`config.mk`:
```
export PLATFORM = sky130hd
export DESIGN_NAME = multicycle_cu_flat
export DESIGN_NICKNAME = d
export VERILOG_FILES = /design/src/rtl/multicycle_cu_if.sv /design/src/rtl/multicycle_cu.sv /design/src/flat_wrapper.sv
export SDC_FILE = /design/constraint.sdc
export NUM_CORES = 1
export LEC_CHECK = 0
export BUFFER_PORTS_ARGS = -buffer_cell sky130_fd_sc_hd__buf_2
export CORE_MARGIN = 3
export CORE_UTILIZATION = 52
export DETAILED_ROUTE_END_ITERATION = 8
export HOLD_SLACK_MARGIN = 0.06
export PLACE_DENSITY = 0.85
export SLEW_MARGIN = 40
export SYNTH_ARGS = -nofsm -noshare
export SYNTH_HDL_FRONTEND = slang
export SYNTH_SLANG_ARGS = --single-unit
```
`constraint.sdc`:
```
create_clock -name clk -period 3.6 [get_ports clk]
set_clock_uncertainty 0.15 [all_clocks]
set_input_delay 0.72 -clock clk [delete_from_list [all_inputs] [get_ports clk]]
set_output_delay 0.72 -clock clk [all_outputs]
set_load 0.01 [all_outputs]
```
`src/rtl/multicycle_cu_if.sv`:
```
// Control bundle between the multi-cycle sequencer and the MIPS datapath/memory.
// master = the sequencer, slave = the datapath side that consumes the controls.
interface multicycle_cu_if #(
  parameter int CNT_WIDTH = 32
) ();
  logic [5:0]           Opcode;
  logic                 Zero;
  logic                 MemReady;
  logic                 IorD;
  logic                 MemRead;
  logic                 MemWrite;
  logic                 IRWrite;
  logic                 RegDst;
  logic                 MemToReg;
  logic                 RegWrite;
  logic                 ALUSrcA;
  logic [1:0]           ALUSrcB;
  logic [1:0]           ALUOp;
  logic [1:0]           PCSrc;
  logic                 ldPC;
  logic                 IllegalOp;
  logic                 InstrDone;
  logic [CNT_WIDTH-1:0] RetiredCount;

  modport master (
    input  Opcode, Zero, MemReady,
    output IorD, MemRead, MemWrite, IRWrite, RegDst, MemToReg, RegWrite,
           ALUSrcA, ALUSrcB, ALUOp, PCSrc, ldPC, IllegalOp, InstrDone, RetiredCount
  );

  modport slave (
    output Opcode, Zero, MemReady,
    input  IorD, MemRead, MemWrite, IRWrite, RegDst, MemToReg, RegWrite,
           ALUSrcA, ALUSrcB, ALUOp, PCSrc, ldPC, IllegalOp, InstrDone, RetiredCount
  );
endinterface

```
`src/rtl/multicycle_cu.sv`:
```
// Multi-cycle MIPS sequencer: fetch/decode/execute/memory/writeback FSM driving
// every datapath select and enable, stalling on MemReady and counting retirements.
module multicycle_cu #(
  parameter logic [5:0] OP_RTYPE  = 6'b000000,
  parameter logic [5:0] OP_LW     = 6'b100011,
  parameter logic [5:0] OP_SW     = 6'b101011,
  parameter logic [5:0] OP_BEQ    = 6'b000100,
  parameter logic [5:0] OP_ADDI   = 6'b001000,
  parameter logic [5:0] OP_J      = 6'b000010,
  parameter int         CNT_WIDTH = 32
) (
  input  logic           clk,
  input  logic           rst,
  multicycle_cu_if.master bus
);

  typedef enum logic [3:0] {
    FETCH     = 4'd0,
    DECODE    = 4'd1,
    MEM_ADDR  = 4'd2,
    MEM_READ  = 4'd3,
    MEM_WB    = 4'd4,
    MEM_WRITE = 4'd5,
    R_EXEC    = 4'd6,
    R_WB      = 4'd7,
    I_EXEC    = 4'd8,
    I_WB      = 4'd9,
    BRANCH    = 4'd10,
    JUMP      = 4'd11
  } state_t;

  state_t               state, state_nx;
  logic [CNT_WIDTH-1:0] retired_cnt;

  logic       iord, mem_read, mem_write, ir_write, reg_dst, mem_to_reg, reg_write;
  logic       alu_src_a, pc_write, pc_write_cond, ld_pc, illegal_op, instr_done;
  logic [1:0] alu_src_b, alu_op, pc_src;

  always_ff @(posedge clk or posedge rst) begin
    if (rst) begin
      state       <= FETCH;
      retired_cnt <= '0;
    end else begin
      state <= state_nx;
      if (instr_done) retired_cnt <= retired_cnt + CNT_WIDTH'(1);
    end
  end

  always_comb begin
    state_nx      = FETCH;
    iord          = 1'b0;
    mem_read      = 1'b0;
    mem_write     = 1'b0;
    ir_write      = 1'b0;
    reg_dst       = 1'b0;
    mem_to_reg    = 1'b0;
    reg_write     = 1'b0;
    alu_src_a     = 1'b0;
    alu_src_b     = 2'b00;
    alu_op        = 2'b00;
    pc_src        = 2'b00;
    pc_write      = 1'b0;
    pc_write_cond = 1'b0;
    illegal_op    = 1'b0;
    instr_done    = 1'b0;

    case (state)
      FETCH: begin
        mem_read  = 1'b1;
        alu_src_b = 2'b01;
        ir_write  = bus.MemReady;
        pc_write  = bus.MemReady;
        state_nx  = bus.MemReady ? DECODE : FETCH;
      end
      DECODE: begin
        // ALUOut captures PC + (imm<<2) here so BRANCH can load it directly
        alu_src_b = 2'b11;
        case (bus.Opcode)
          OP_LW, OP_SW: state_nx = MEM_ADDR;
          OP_RTYPE:     state_nx = R_EXEC;
          OP_BEQ:       state_nx = BRANCH;
          OP_ADDI:      state_nx = I_EXEC;
          OP_J:         state_nx = JUMP;
          default: begin
            illegal_op = 1'b1;
            state_nx   = FETCH;
          end
        endcase
      end
      MEM_ADDR: begin
        alu_src_a = 1'b1;
        alu_src_b = 2'b10;
        if (bus.Opcode == OP_LW)      state_nx = MEM_READ;
        else if (bus.Opcode == OP_SW) state_nx = MEM_WRITE;
        else                          state_nx = FETCH;
      end
      MEM_READ: begin
        mem_read = 1'b1;
        iord     = 1'b1;
        state_nx = bus.MemReady ? MEM_WB : MEM_READ;
      end
      MEM_WB: begin
        mem_to_reg = 1'b1;
        reg_write  = 1'b1;
        instr_done = 1'b1;
      end
      MEM_WRITE: begin
        mem_write  = 1'b1;
        iord       = 1'b1;
        instr_done = bus.MemReady;
        state_nx   = bus.MemReady ? FETCH : MEM_WRITE;
      end
      R_EXEC: begin
        alu_src_a = 1'b1;
        alu_op    = 2'b10;
        state_nx  = R_WB;
      end
      R_WB: begin
        reg_dst    = 1'b1;
        reg_write  = 1'b1;
        instr_done = 1'b1;
      end
      I_EXEC: begin
        alu_src_a = 1'b1;
        alu_src_b = 2'b10;
        state_nx  = I_WB;
      end
      I_WB: begin
        reg_write  = 1'b1;
        instr_done = 1'b1;
      end
      BRANCH: begin
        alu_src_a     = 1'b1;
        alu_op        = 2'b01;
        pc_src        = 2'b01;
        pc_write_cond = 1'b1;
        instr_done    = 1'b1;
      end
      JUMP: begin
        pc_src     = 2'b10;
        pc_write   = 1'b1;
        instr_done = 1'b1;
      end
      default: state_nx = FETCH;
    endcase

    ld_pc = pc_write | (pc_write_cond & bus.Zero);

    // Reset masks the FETCH decode so no request escapes while rst is held
    if (rst) begin
      iord       = 1'b0;
      mem_read   = 1'b0;
      mem_write  = 1'b0;
      ir_write   = 1'b0;
      reg_dst    = 1'b0;
      mem_to_reg = 1'b0;
      reg_write  = 1'b0;
      alu_src_a  = 1'b0;
      alu_src_b  = 2'b00;
      alu_op     = 2'b00;
      pc_src     = 2'b00;
      ld_pc      = 1'b0;
      illegal_op = 1'b0;
      instr_done = 1'b0;
    end
  end

  assign bus.IorD         = iord;
  assign bus.MemRead      = mem_read;
  assign bus.MemWrite     = mem_write;
  assign bus.IRWrite      = ir_write;
  assign bus.RegDst       = reg_dst;
  assign bus.MemToReg     = mem_to_reg;
  assign bus.RegWrite     = reg_write;
  assign bus.ALUSrcA      = alu_src_a;
  assign bus.ALUSrcB      = alu_src_b;
  assign bus.ALUOp        = alu_op;
  assign bus.PCSrc        = pc_src;
  assign bus.ldPC         = ld_pc;
  assign bus.IllegalOp    = illegal_op;
  assign bus.InstrDone    = instr_done;
  assign bus.RetiredCount = retired_cnt;

endmodule

```
`src/flat_wrapper.sv`:
```
// flat-port wrapper written by rule: the top's interface ports become plain ports
module multicycle_cu_flat 
#(
  parameter logic [5:0] OP_RTYPE  = 6'b000000,
  parameter logic [5:0] OP_LW     = 6'b100011,
  parameter logic [5:0] OP_SW     = 6'b101011,
  parameter logic [5:0] OP_BEQ    = 6'b000100,
  parameter logic [5:0] OP_ADDI   = 6'b001000,
  parameter logic [5:0] OP_J      = 6'b000010,
  parameter int         CNT_WIDTH = 32
)
  (clk, rst, bus_Opcode, bus_Zero, bus_MemReady, bus_IorD, bus_MemRead, bus_MemWrite, bus_IRWrite, bus_RegDst, bus_MemToReg, bus_RegWrite, bus_ALUSrcA, bus_ALUSrcB, bus_ALUOp, bus_PCSrc, bus_ldPC, bus_IllegalOp, bus_InstrDone, bus_RetiredCount);
  multicycle_cu_if #(.CNT_WIDTH(CNT_WIDTH)) bus_i ();
  input  logic clk;
  input  logic rst;
  input wire logic [$bits(bus_i.Opcode)-1:0] bus_Opcode;
  input wire logic [$bits(bus_i.Zero)-1:0] bus_Zero;
  input wire logic [$bits(bus_i.MemReady)-1:0] bus_MemReady;
  output wire logic [$bits(bus_i.IorD)-1:0] bus_IorD;
  output wire logic [$bits(bus_i.MemRead)-1:0] bus_MemRead;
  output wire logic [$bits(bus_i.MemWrite)-1:0] bus_MemWrite;
  output wire logic [$bits(bus_i.IRWrite)-1:0] bus_IRWrite;
  output wire logic [$bits(bus_i.RegDst)-1:0] bus_RegDst;
  output wire logic [$bits(bus_i.MemToReg)-1:0] bus_MemToReg;
  output wire logic [$bits(bus_i.RegWrite)-1:0] bus_RegWrite;
  output wire logic [$bits(bus_i.ALUSrcA)-1:0] bus_ALUSrcA;
  output wire logic [$bits(bus_i.ALUSrcB)-1:0] bus_ALUSrcB;
  output wire logic [$bits(bus_i.ALUOp)-1:0] bus_ALUOp;
  output wire logic [$bits(bus_i.PCSrc)-1:0] bus_PCSrc;
  output wire logic [$bits(bus_i.ldPC)-1:0] bus_ldPC;
  output wire logic [$bits(bus_i.IllegalOp)-1:0] bus_IllegalOp;
  output wire logic [$bits(bus_i.InstrDone)-1:0] bus_InstrDone;
  output wire logic [$bits(bus_i.RetiredCount)-1:0] bus_RetiredCount;
  assign bus_i.Opcode = bus_Opcode;
  assign bus_i.Zero = bus_Zero;
  assign bus_i.MemReady = bus_MemReady;
  assign bus_IorD = bus_i.IorD;
  assign bus_MemRead = bus_i.MemRead;
  assign bus_MemWrite = bus_i.MemWrite;
  assign bus_IRWrite = bus_i.IRWrite;
  assign bus_RegDst = bus_i.RegDst;
  assign bus_MemToReg = bus_i.MemToReg;
  assign bus_RegWrite = bus_i.RegWrite;
  assign bus_ALUSrcA = bus_i.ALUSrcA;
  assign bus_ALUSrcB = bus_i.ALUSrcB;
  assign bus_ALUOp = bus_i.ALUOp;
  assign bus_PCSrc = bus_i.PCSrc;
  assign bus_ldPC = bus_i.ldPC;
  assign bus_IllegalOp = bus_i.IllegalOp;
  assign bus_InstrDone = bus_i.InstrDone;
  assign bus_RetiredCount = bus_i.RetiredCount;
  multicycle_cu #(.OP_RTYPE(OP_RTYPE), .OP_LW(OP_LW), .OP_SW(OP_SW), .OP_BEQ(OP_BEQ), .OP_ADDI(OP_ADDI), .OP_J(OP_J), .CNT_WIDTH(CNT_WIDTH)) u_core (.clk(clk), .rst(rst), .bus(bus_i));
endmodule
```
==> key figures, run 1 <==
Critical path
  • Crit start category: flop
  • WP data arrival: 1.96 ns
  • CP endpoint kind: primary output
  • Worst R2R Path Depth: 5
  • Cell family with most CP delay: flip-flops
  • Slowest stage cell, crit path: dfrtp_1
  • Critical path type: reg2out
  • Worst path cell trace: nand4bb_1, o31a_2, nand3_2, inv_1, buf_2
  • Worst r2r dst: u_core.bus.RetiredCount[26]
  • Worst-path maximum fanout: 19
  • Crit path buffers/inverters: 2
  • R2R Path Start: u_core.state[2]
  • CP required: 2.73 ns
  • Largest stage delay, worst path: 0.68 ns
  • Worst R2R Setup Slack: 1.38 ns

Clock network
  • TritonCTS clock tree: done
  • Post-CTS sizing: 0
  • Sink Count: 36
  • CTS Buf Count: 5
  • # Post-CTS Setup Buffers: 0
  • H-tree levels: 2
  • Root Buffer Master: clkbuf_8
  • CTS Hold Buffers Added: 0
  • Clk buf depth: 2
  • Clock slew at reported path FFs: 0.08 ns
  • Clock Latency Late Sink: ~0.29 ns

Yosys
  • Number of synthesized register bits: 36
  • Top-count cell post-synth: dfrtp_1
  • Mapped Cells: 235
  • Most frequent cells after synthesis: 36 x dfrtp_1, 26 x nand2_1, 25 x xor2_1
  • Post-synthesis sequential area ratio: 41.1%
  • Post-synth EDFFs: 0
  • Top area cells in the synthesized netlist: dfrtp_1 41%, xor2_1 10%, nand2_1 4.5%
  • Synth unique cells: 45
  • Syn_area_per_cell: 9.33 µm²
  • Area share of the largest cell type after synthesis: 41.1%
  • Cell accounting for the most synthesized area: dfrtp_1
  • Synthesized net count: 246
  • Main flop type after synthesis: dfrtp_1
  • Fraction of registers with async set/reset: 100%
  • Mapped cell area: 2190 µm²
  • Synth warn: 0

STA
  • Slew margin rel.: approximately 58%
  • Fin worst setup slack: 0.765 ns
  • Final setup vio count: 0
  • Max Clk Rate: 0.353 GHz
  • Hold Violations, Final: 0
  • Crit path time final: 2.83 ns
  • Max Transition Viols Final: 0
  • Worst-Margin Slew: 0.629 ns
  • Setup TNS: 0 ns
  • RSZ-0062 raised after global routing: false
  • Tcrit/Tclk final: just under 80%

Die
  • Chip height: 70.9 µm
  • Die footprint: 5030 µm²
  • Die width: 70.9 µm
  • Num ports: 59
  • Row cnt: 22
  • Initial Utilization: 56.9%
  • Core area: 3850 µm²

Hold path
  • WHS Endpoint: u_core.bus.RetiredCount[18]
  • Hold depth: 1
  • Hold Startpoint: u_core.bus.RetiredCount[18]
  • Min-delay worst type: reg2reg

Cells and area
  • Final core utilization: 66.8%
  • Final instance area: 2570 µm²
  • Final layout net count: 300
  • Area growth, synth to finish: 17.5%
  • Layout cells sized above 1: 30.7%
  • N_diodes: 0

Place
  • Routability cong.: 0.828
  • Pre-CTS setup slack: 0.977 ns
  • Number of port buffers: 58
  • DP Area: 2490 µm²
  • Post-DP HPWL: around 3600 µm

Outcome
  • Run status: complete, no violations

Global routing
  • GR Overflow Total: 0
  • Initial antenna violation count: 0
  • Largest net degree at the start of global routing: 37
  • First-pass GRT wire length: 8440 µm
  • Vias in the first global route: 1883
  • Gr usage total: approximately a fifth

Routing
  • Post-route ant nets: 0
  • WL final: 4830 µm
  • Post-route DRC: 0
  • Drt pass-1 iters: 4
  • Routed wl met2: ~2400 µm
  • Wire length on met1: 2130 µm
  • Vias per Instance: 5.60
  • Initial DRC count: 170
  • Via count: between 1500 and 2000
  • Top layer in use: met4
  • WL per Instance: 14.3 µm
  • Met3 wire length: roughly 210 µm

Power and ir drop
  • Max VDD drop: ~0.00026 V
  • PnR Total Power: 0.897 mW
  • Leak: 1.33 nW
  • Cell Pwr Density: 348 nW/µm²

Flow run
  • Number of max-cap violations: 0
[flip-flops by register name (all words and copies together), names as in the netlist]
register                 flops
u_core.bus.RetiredCount     32
u_core.state                 4
[cell families after synthesis]
kind of cell / after synthesis / share of synthesized area [%]
xor+xnor: 33 / 13.2
fa+ha+maj: 1 / 0.571
compound gates: 23 / 7.36
buf+inv: 19 / 4.05
flops: 36 / 41.1
simple gates: 123 / 33.7
[worst max-delay path by stage]
stage                    startpoint       endpoint  cells after the start
floorplan                       rst   bus_MemToReg                      4
global placement       bus_MemReady  bus_InstrDone                      6
detailed placement     bus_MemReady  bus_InstrDone                      6
CTS                 u_core.state[1]  bus_InstrDone                      5
global route        u_core.state[1]  bus_InstrDone                      5
finish              u_core.state[1]  bus_InstrDone                      5
[final cells by class]
type                    instances  area [µm²]
fillers                       311        1280
flip-flops and latches         36         901
repair buffers                 59         298
inverters                       7        26.3
clock buffers                   5        68.8
multi-input cells             180        1200
well taps                      48        60.1
clock inverters                 3        18.8
[layout by cell type, fill, tap and decap left out, drive strengths merged, types with 3 or more instances in the layout]
cell type,count
buf,59
nand2b,6
a21oi,3
clkinv,3
nor2,20
nand4,9
nand3,15
clkbuf,5
dfrtp,36
nor3,24
xor2,25
o21ai,8
nand2,26
xnor2,8
and3,4
nor4,7
inv,7
[where the power goes]
group          leakage (nW)  internal [mW]  switching, mW  total [mW]
Combinational         0.789         0.0581         0.0967       0.155
Sequential            0.493          0.421         0.0353       0.456
Clock                0.0479          0.135          0.152       0.286
Total                  1.33          0.613          0.284       0.897
[stage by stage]
step	instances	hold WS, ns
final	338	0.336
after global placement	330	0.300
after floorplan	235	0.354
after detailed placement	330	0.323
after CTS	338	0.341
after global routing	338	0.364
[layer usage]
| layer | vias to the layer above | GRT usage (%) |
|---|---|---|
| met1 | 908 | 26.2 |
| li1 | 933 | - |
| met4 | 0 | 8.56 |
| met2 | 46 | 34.0 |
| met5 | - | 0 |
| met3 | 7 | 4.26 |
[worst register-to-register path: stages, from the launching register on]
cell     delay, ns
dfrtp_1       0.63
nor2_1        0.16
nor3_1        0.35
nand4_4       0.33
nor4_2        0.36
xor2_1        0.18
(Power assumes the default switching activity.)
==> run 2: changes to the inputs <==
==> constraint.sdc (replaced) <==
create_clock -name clk -period 2.85 [get_ports clk]
set_clock_uncertainty 0.15 [all_clocks]
set_input_delay 0.57 -clock clk [delete_from_list [all_inputs] [get_ports clk]]
set_output_delay 0.57 -clock clk [all_outputs]
set_load 0.01 [all_outputs]
==> key figures, run 2 (same netlist as run 1, synthesis figures left out) <==
Cells and area
  • Most common cell after layout, fill and taps aside: buf_2
  • Layout fillers: 310 (-0.32%)
  • Layout cells sized above 1: 30.7% (unchanged)
  • N_diodes: 0 (unchanged)
  • Area growth, synth to finish: 17.8%
  • Largest register FFs: 32 (unchanged)
  • Multi-input logic area: 1200 µm² (unchanged)
  • FF/Latch Area: 902 µm² (+0.14%)
  • Most frequent cells in the layout: 58 x buf_2, 35 x dfrtp_1, 26 x nand2_1
  • Final layout net count: 300 (unchanged)

Hold path
  • Min-delay worst type: reg2reg

Routing
  • Post-route ant nets: 0 (unchanged)
  • WL final: 4940 µm (+2.3%)
  • Vias per Instance: 5.58 (-0.48%)
  • Initial DRC count: 140 (-18%)
  • Drt pass-1 iters: 7 (+3)
  • Post-route DRC: 0 (unchanged)
  • Via count: 1885 (-0.48%)
  • WL per Instance: 14.6 µm (+2.3%)

Global routing
  • Vias in the first global route: 1826 (-3.0%)
  • Largest net degree at the start of global routing: 37 (unchanged)
  • Initial antenna violation count: 0 (unchanged)
  • Gr usage total: 20.9% (+0.31 points)
  • GR Overflow Total: 0 (unchanged)
  • First-pass GRT wire length: 8530 µm (+1.1%)

Clock network
  • TritonCTS clock tree: done
  • Clk buf depth: 2 (unchanged)
  • Sink Count: 36 (unchanged)
  • Clock slew at reported path FFs: 0.07 ns (about the same)
  • H-tree levels: 2 (unchanged)
  • Clock Latency Late Sink: 0.29 ns (about the same)
  • CTS Buf Count: 5 (unchanged)
  • Root Buffer Master: clkbuf_8

STA
  • Setup TNS: 0 ns (unchanged)
  • Crit path time final: 2.63 ns
  • Max Clk Rate: 0.380 GHz
  • Hold Violations, Final: 0 (unchanged)
  • Tcrit/Tclk final: 92.3%
  • RSZ-0062 raised after global routing: false
  • Slew margin rel.: 59.4% (+1.5 points)
  • Worst-Margin Slew: 0.607 ns (-0.0221 ns)
  • Fin Hold WS: 0.315 ns (-0.0202 ns)
  • Max Transition Viols Final: 0 (unchanged)
  • Final setup vio count: 0 (unchanged)

Power and ir drop
  • Cell Pwr Density: 444 nW/µm² (+28%)
  • Leak: 1.32 nW (-0.38%)
  • Max VDD drop: 0.000206 V (-20%)

Die
  • Chip height: 70.9 µm (unchanged)
  • Num ports: 59 (unchanged)
  • Initial Utilization: 56.9% (unchanged)
  • Row cnt: 22 (unchanged)
  • Die footprint: 5030 µm² (unchanged)
  • Die width: 70.9 µm (unchanged)
  • Core area: 3850 µm² (unchanged)

Place
  • Routability cong.: 0.789 (-4.8%)
  • Number of port buffers: 58 (unchanged)
  • Post-DP HPWL: 3580 µm (+0.34%)

Flow run
  • Number of max-cap violations: 0 (unchanged)

Critical path
  • Worst-path maximum fanout: 19 (unchanged)
  • CP endpoint kind: primary output
  • WP data arrival: 1.91 ns (-0.05 ns)
  • Critical path type: reg2out
  • Crit start category: flop
  • CP required: 2.13 ns (-0.60 ns)

Outcome
  • Run status: complete, no violations
[run 2: timing repair]
action | 4_1_cts | 5_1_grt
hold buffers | 0 | 0
setup buffers | 0 | 0
endpoints found under the setup margin | 0 | 1
gates resized for setup | 0 | 1
endpoints found under the hold margin | 0 | 0
[run 2: area by class of cell]
cell class | instances | share of cell area, %
Clock buffer | 7 | 3.34
Sequential cell | 36 | 34.9
Tap cell | 48 | 2.33
Clock inverter | 1 | 0.291
Timing Repair Buffer | 59 | 11.5
Inverter | 7 | 1.02
Multi-Input combinational cell | 180 | 46.6
[run 2: power breakdown]
group	internal, mW	switching (mW)
Sequential	0.531	0.0441
Combinational	0.0726	0.119
Clock	0.196	0.184
Total	0.800	0.347
[run 2: final timing paths]
| check | slack [ns] | startpoint | depth (start not counted) | end |
|---|---|---|---|---|
| hold reg to reg | 0.32 | u_core.bus.RetiredCount[31] | 1 | u_core.bus.RetiredCount[31] |
| min in group asynchronous | 0.33 | rst | 3 | u_core.bus.RetiredCount[23] |
| max in group asynchronous | 1.87 | rst | 3 | u_core.state[1] |
| setup reg to reg | 0.68 | u_core.state[2] | 5 | u_core.bus.RetiredCount[25] |
| setup / recovery | 0.22 | u_core.state[0] | 5 | bus_InstrDone |
| hold / removal | 0.32 | u_core.bus.RetiredCount[31] | 1 | u_core.bus.RetiredCount[31] |
[run 2: metal layers]
layer	GRT usage (%)	vias to the layer above	wire [µm]
met5	0	-	0
met4	8.35	0	117
met3	3.98	9	204
met2	35.4	44	2500
met1	26.2	903	2120
li1	-	929	-
[run 2: through the flow]
stage	area, µm²	power, mW	setup WS [ns]	utilization, %	std cells
2_1_floorplan	2190	0.712	0.0346	-	235
3_3_place_gp	2490	0.772	0.568	64.5	330
3_5_place_dp	2490	0.779	0.495	64.5	330
4_1_cts	2580	1.15	0.162	67.0	338
5_1_grt	2580	1.20	0.0417	67.0	338
6_report	2580	1.15	0.220	67.0	338
[run 2: worst max-delay path, cell delays in order (launching register included)]
cell     delay [ns]
dfrtp_1        0.65
nor2b_1        0.11
o21ai_2        0.27
nand3_2        0.20
inv_1          0.22
buf_2          0.17
==> run 3: changes to the inputs <==
==> constraint.sdc (replaced) <==
create_clock -name clk -period 2.85 [get_ports clk]
set_clock_uncertainty 0.15 [all_clocks]
set_input_delay 0.1425 -clock clk [delete_from_list [all_inputs] [get_ports clk]]
set_output_delay 0.1425 -clock clk [all_outputs]
set_load 0.01 [all_outputs]
==> key figures, run 3 (same netlist as run 1, synthesis figures left out) <==
Cells and area
  • N_diodes: 0 (unchanged)
  • Largest register FFs: 32 (unchanged)
  • Layout cells sized above 1: 29.9% (-0.76 points)
  • Area growth, synth to finish: 19.6%
  • Most common cell after layout, fill and taps aside: buf_2
  • Final core utilization: 68.0% (+1.0 points)
  • Final layout net count: 304 (+1.3%)
  • Most frequent cells in the layout: 58 x buf_2, 36 x dfrtp_1, 26 x nand2_1

Critical path
  • CP required: 2.56 ns (+0.43 ns)
  • WP data arrival: 2.02 ns (+0.11 ns)
  • Worst R2R Path Depth: 5 (unchanged)
  • Crit start category: flop
  • Critical path type: reg2out
  • CP endpoint kind: primary output
  • Worst-path maximum fanout: 19 (unchanged)

Die
  • Row cnt: 22 (unchanged)
  • Chip height: 70.9 µm (unchanged)
  • Num ports: 59 (unchanged)
  • Core area: 3850 µm² (unchanged)
  • Die width: 70.9 µm (unchanged)
  • Initial Utilization: 56.9% (unchanged)
  • Die footprint: 5030 µm² (unchanged)

Hold path
  • Hold depth: 4 (+3)
  • Min-delay worst type: in2reg

Outcome
  • Run status: complete, no violations

Flow run
  • Number of max-cap violations: 0 (unchanged)

Clock network
  • H-tree levels: 2 (unchanged)
  • Clock Latency Late Sink: 0.29 ns (about the same)
  • Root Buffer Master: clkbuf_8
  • # Post-CTS Setup Buffers: 0 (unchanged)
  • Clock slew at reported path FFs: 0.07 ns (about the same)
  • Sink Count: 36 (unchanged)
  • TritonCTS clock tree: done
  • CTS Buf Count: 5 (unchanged)
  • Clk buf depth: 2 (unchanged)

STA
  • Worst-Margin Slew: 0.647 ns (+0.0399 ns)
  • Max Transition Viols Final: 0 (unchanged)
  • Crit path time final: 2.31 ns (-0.319 ns)
  • Setup TNS: 0 ns (unchanged)
  • Tcrit/Tclk final: 81.1% (-11 points)
  • Hold Violations, Final: 0 (unchanged)
  • Max Clk Rate: 0.433 GHz (+14%)
  • RSZ-0062 raised after global routing: false
  • Final setup vio count: 0 (unchanged)
  • Slew margin rel.: 56.7% (-2.7 points)

Routing
  • Initial DRC count: 150 (+7.1%)
  • Post-route ant nets: 0 (unchanged)
  • Vias per Instance: 5.61 (+0.67%)
  • Post-route DRC: 0 (unchanged)
  • WL final: 4930 µm (-0.20%)
  • Drt pass-1 iters: 4 (-3)
  • Via count: 1920 (+1.9%)
  • WL per Instance: 14.4 µm (-1.4%)

Global routing
  • Largest net degree at the start of global routing: 37 (unchanged)
  • Vias in the first global route: 1789 (-2.0%)
  • First-pass GRT wire length: 8530 µm (unchanged)
  • GR Overflow Total: 0 (unchanged)
  • Gr usage total: 21.0% (+0.14 points)
  • Initial antenna violation count: 0 (unchanged)

Power and ir drop
  • Cell Pwr Density: 441 nW/µm² (-0.83%)
  • Leak: 1.34 nW (+1.4%)
  • Max VDD drop: 0.000265 V (+28%)

Place
  • Number of port buffers: 58 (unchanged)
  • Routability cong.: 0.778 (-1.4%)
  • Post-DP HPWL: 3520 µm (-1.6%)
## run 3: cell types whose count changed in the layout (fill, tap and decap cells not counted), sizes merged
cell         delta
dlygate4sd3     +4
## run 3: final cells by class
type	instances	area (µm²)
fillers	317	1230
multi-input cells	180	1200
flip-flops and latches	36	901
repair buffers	63	338
clock buffers	7	86.3
well taps	48	60.1
inverters	7	26.3
clock inverters	1	7.51
## run 3: worst paths after layout
| path | from | endpoint | slack, ns |
|---|---|---|---|
| worst min-delay path | bus_Opcode[5] | u_core.state[3] | 0.08 |
| worst min register to register | u_core.bus.RetiredCount[31] | u_core.bus.RetiredCount[31] | 0.32 |
| max in group asynchronous | rst | u_core.bus.RetiredCount[8] | 1.76 |
| min in group asynchronous | rst | u_core.bus.RetiredCount[5] | 0.47 |
| worst max register to register | u_core.state[1] | u_core.bus.RetiredCount[25] | 0.65 |
| worst max-delay path | u_core.state[1] | bus_InstrDone | 0.54 |
## run 3: metrics by stage
step                setup slack (ns)  std cells  instance area, µm²  hold slack (ns)  total power, mW
floorplan                      0.890        235                2190            0.161            0.712
global placement               0.763        330                2490            0.235            0.772
detailed placement             0.692        330                2490            0.237            0.779
CTS                            0.536        342                2620           0.0649             1.17
global route                   0.369        342                2620            0.110             1.21
finish                         0.539        342                2620           0.0787             1.16
## run 3: power breakdown
group	internal (mW)	total [mW]	leakage [nW]	switching [mW]
Clock	0.196	0.379	0.0445	0.182
Combinational	0.0772	0.203	0.806	0.125
Sequential	0.531	0.574	0.493	0.0424
Total	0.805	1.16	1.34	0.350
## run 3: worst max-delay path, cell delays in order, from the launching register on
cell and delay [ns]:
dfrtp_1 0.68, nand4bb_1 0.24, o31a_2 0.23, nand3_2 0.18
inv_1 0.22, buf_2 0.17
## run 3: metal layers
metal | global-route usage (%) | vias up | share of wire [%]
met5 | 0 | - | 0
met4 | 6.26 | 0 | 1.5
met1 | 27.8 | 933 | 44
met3 | 5.40 | 7 | 5.1
met2 | 34.1 | 46 | 50
li1 | - | 934 | -
## run 3: what timing repair did
item / in CTS / in global routing
hold buffers: 4 / 0
hold endpoints to repair: 40 / 0
resized for setup: 0 / 0
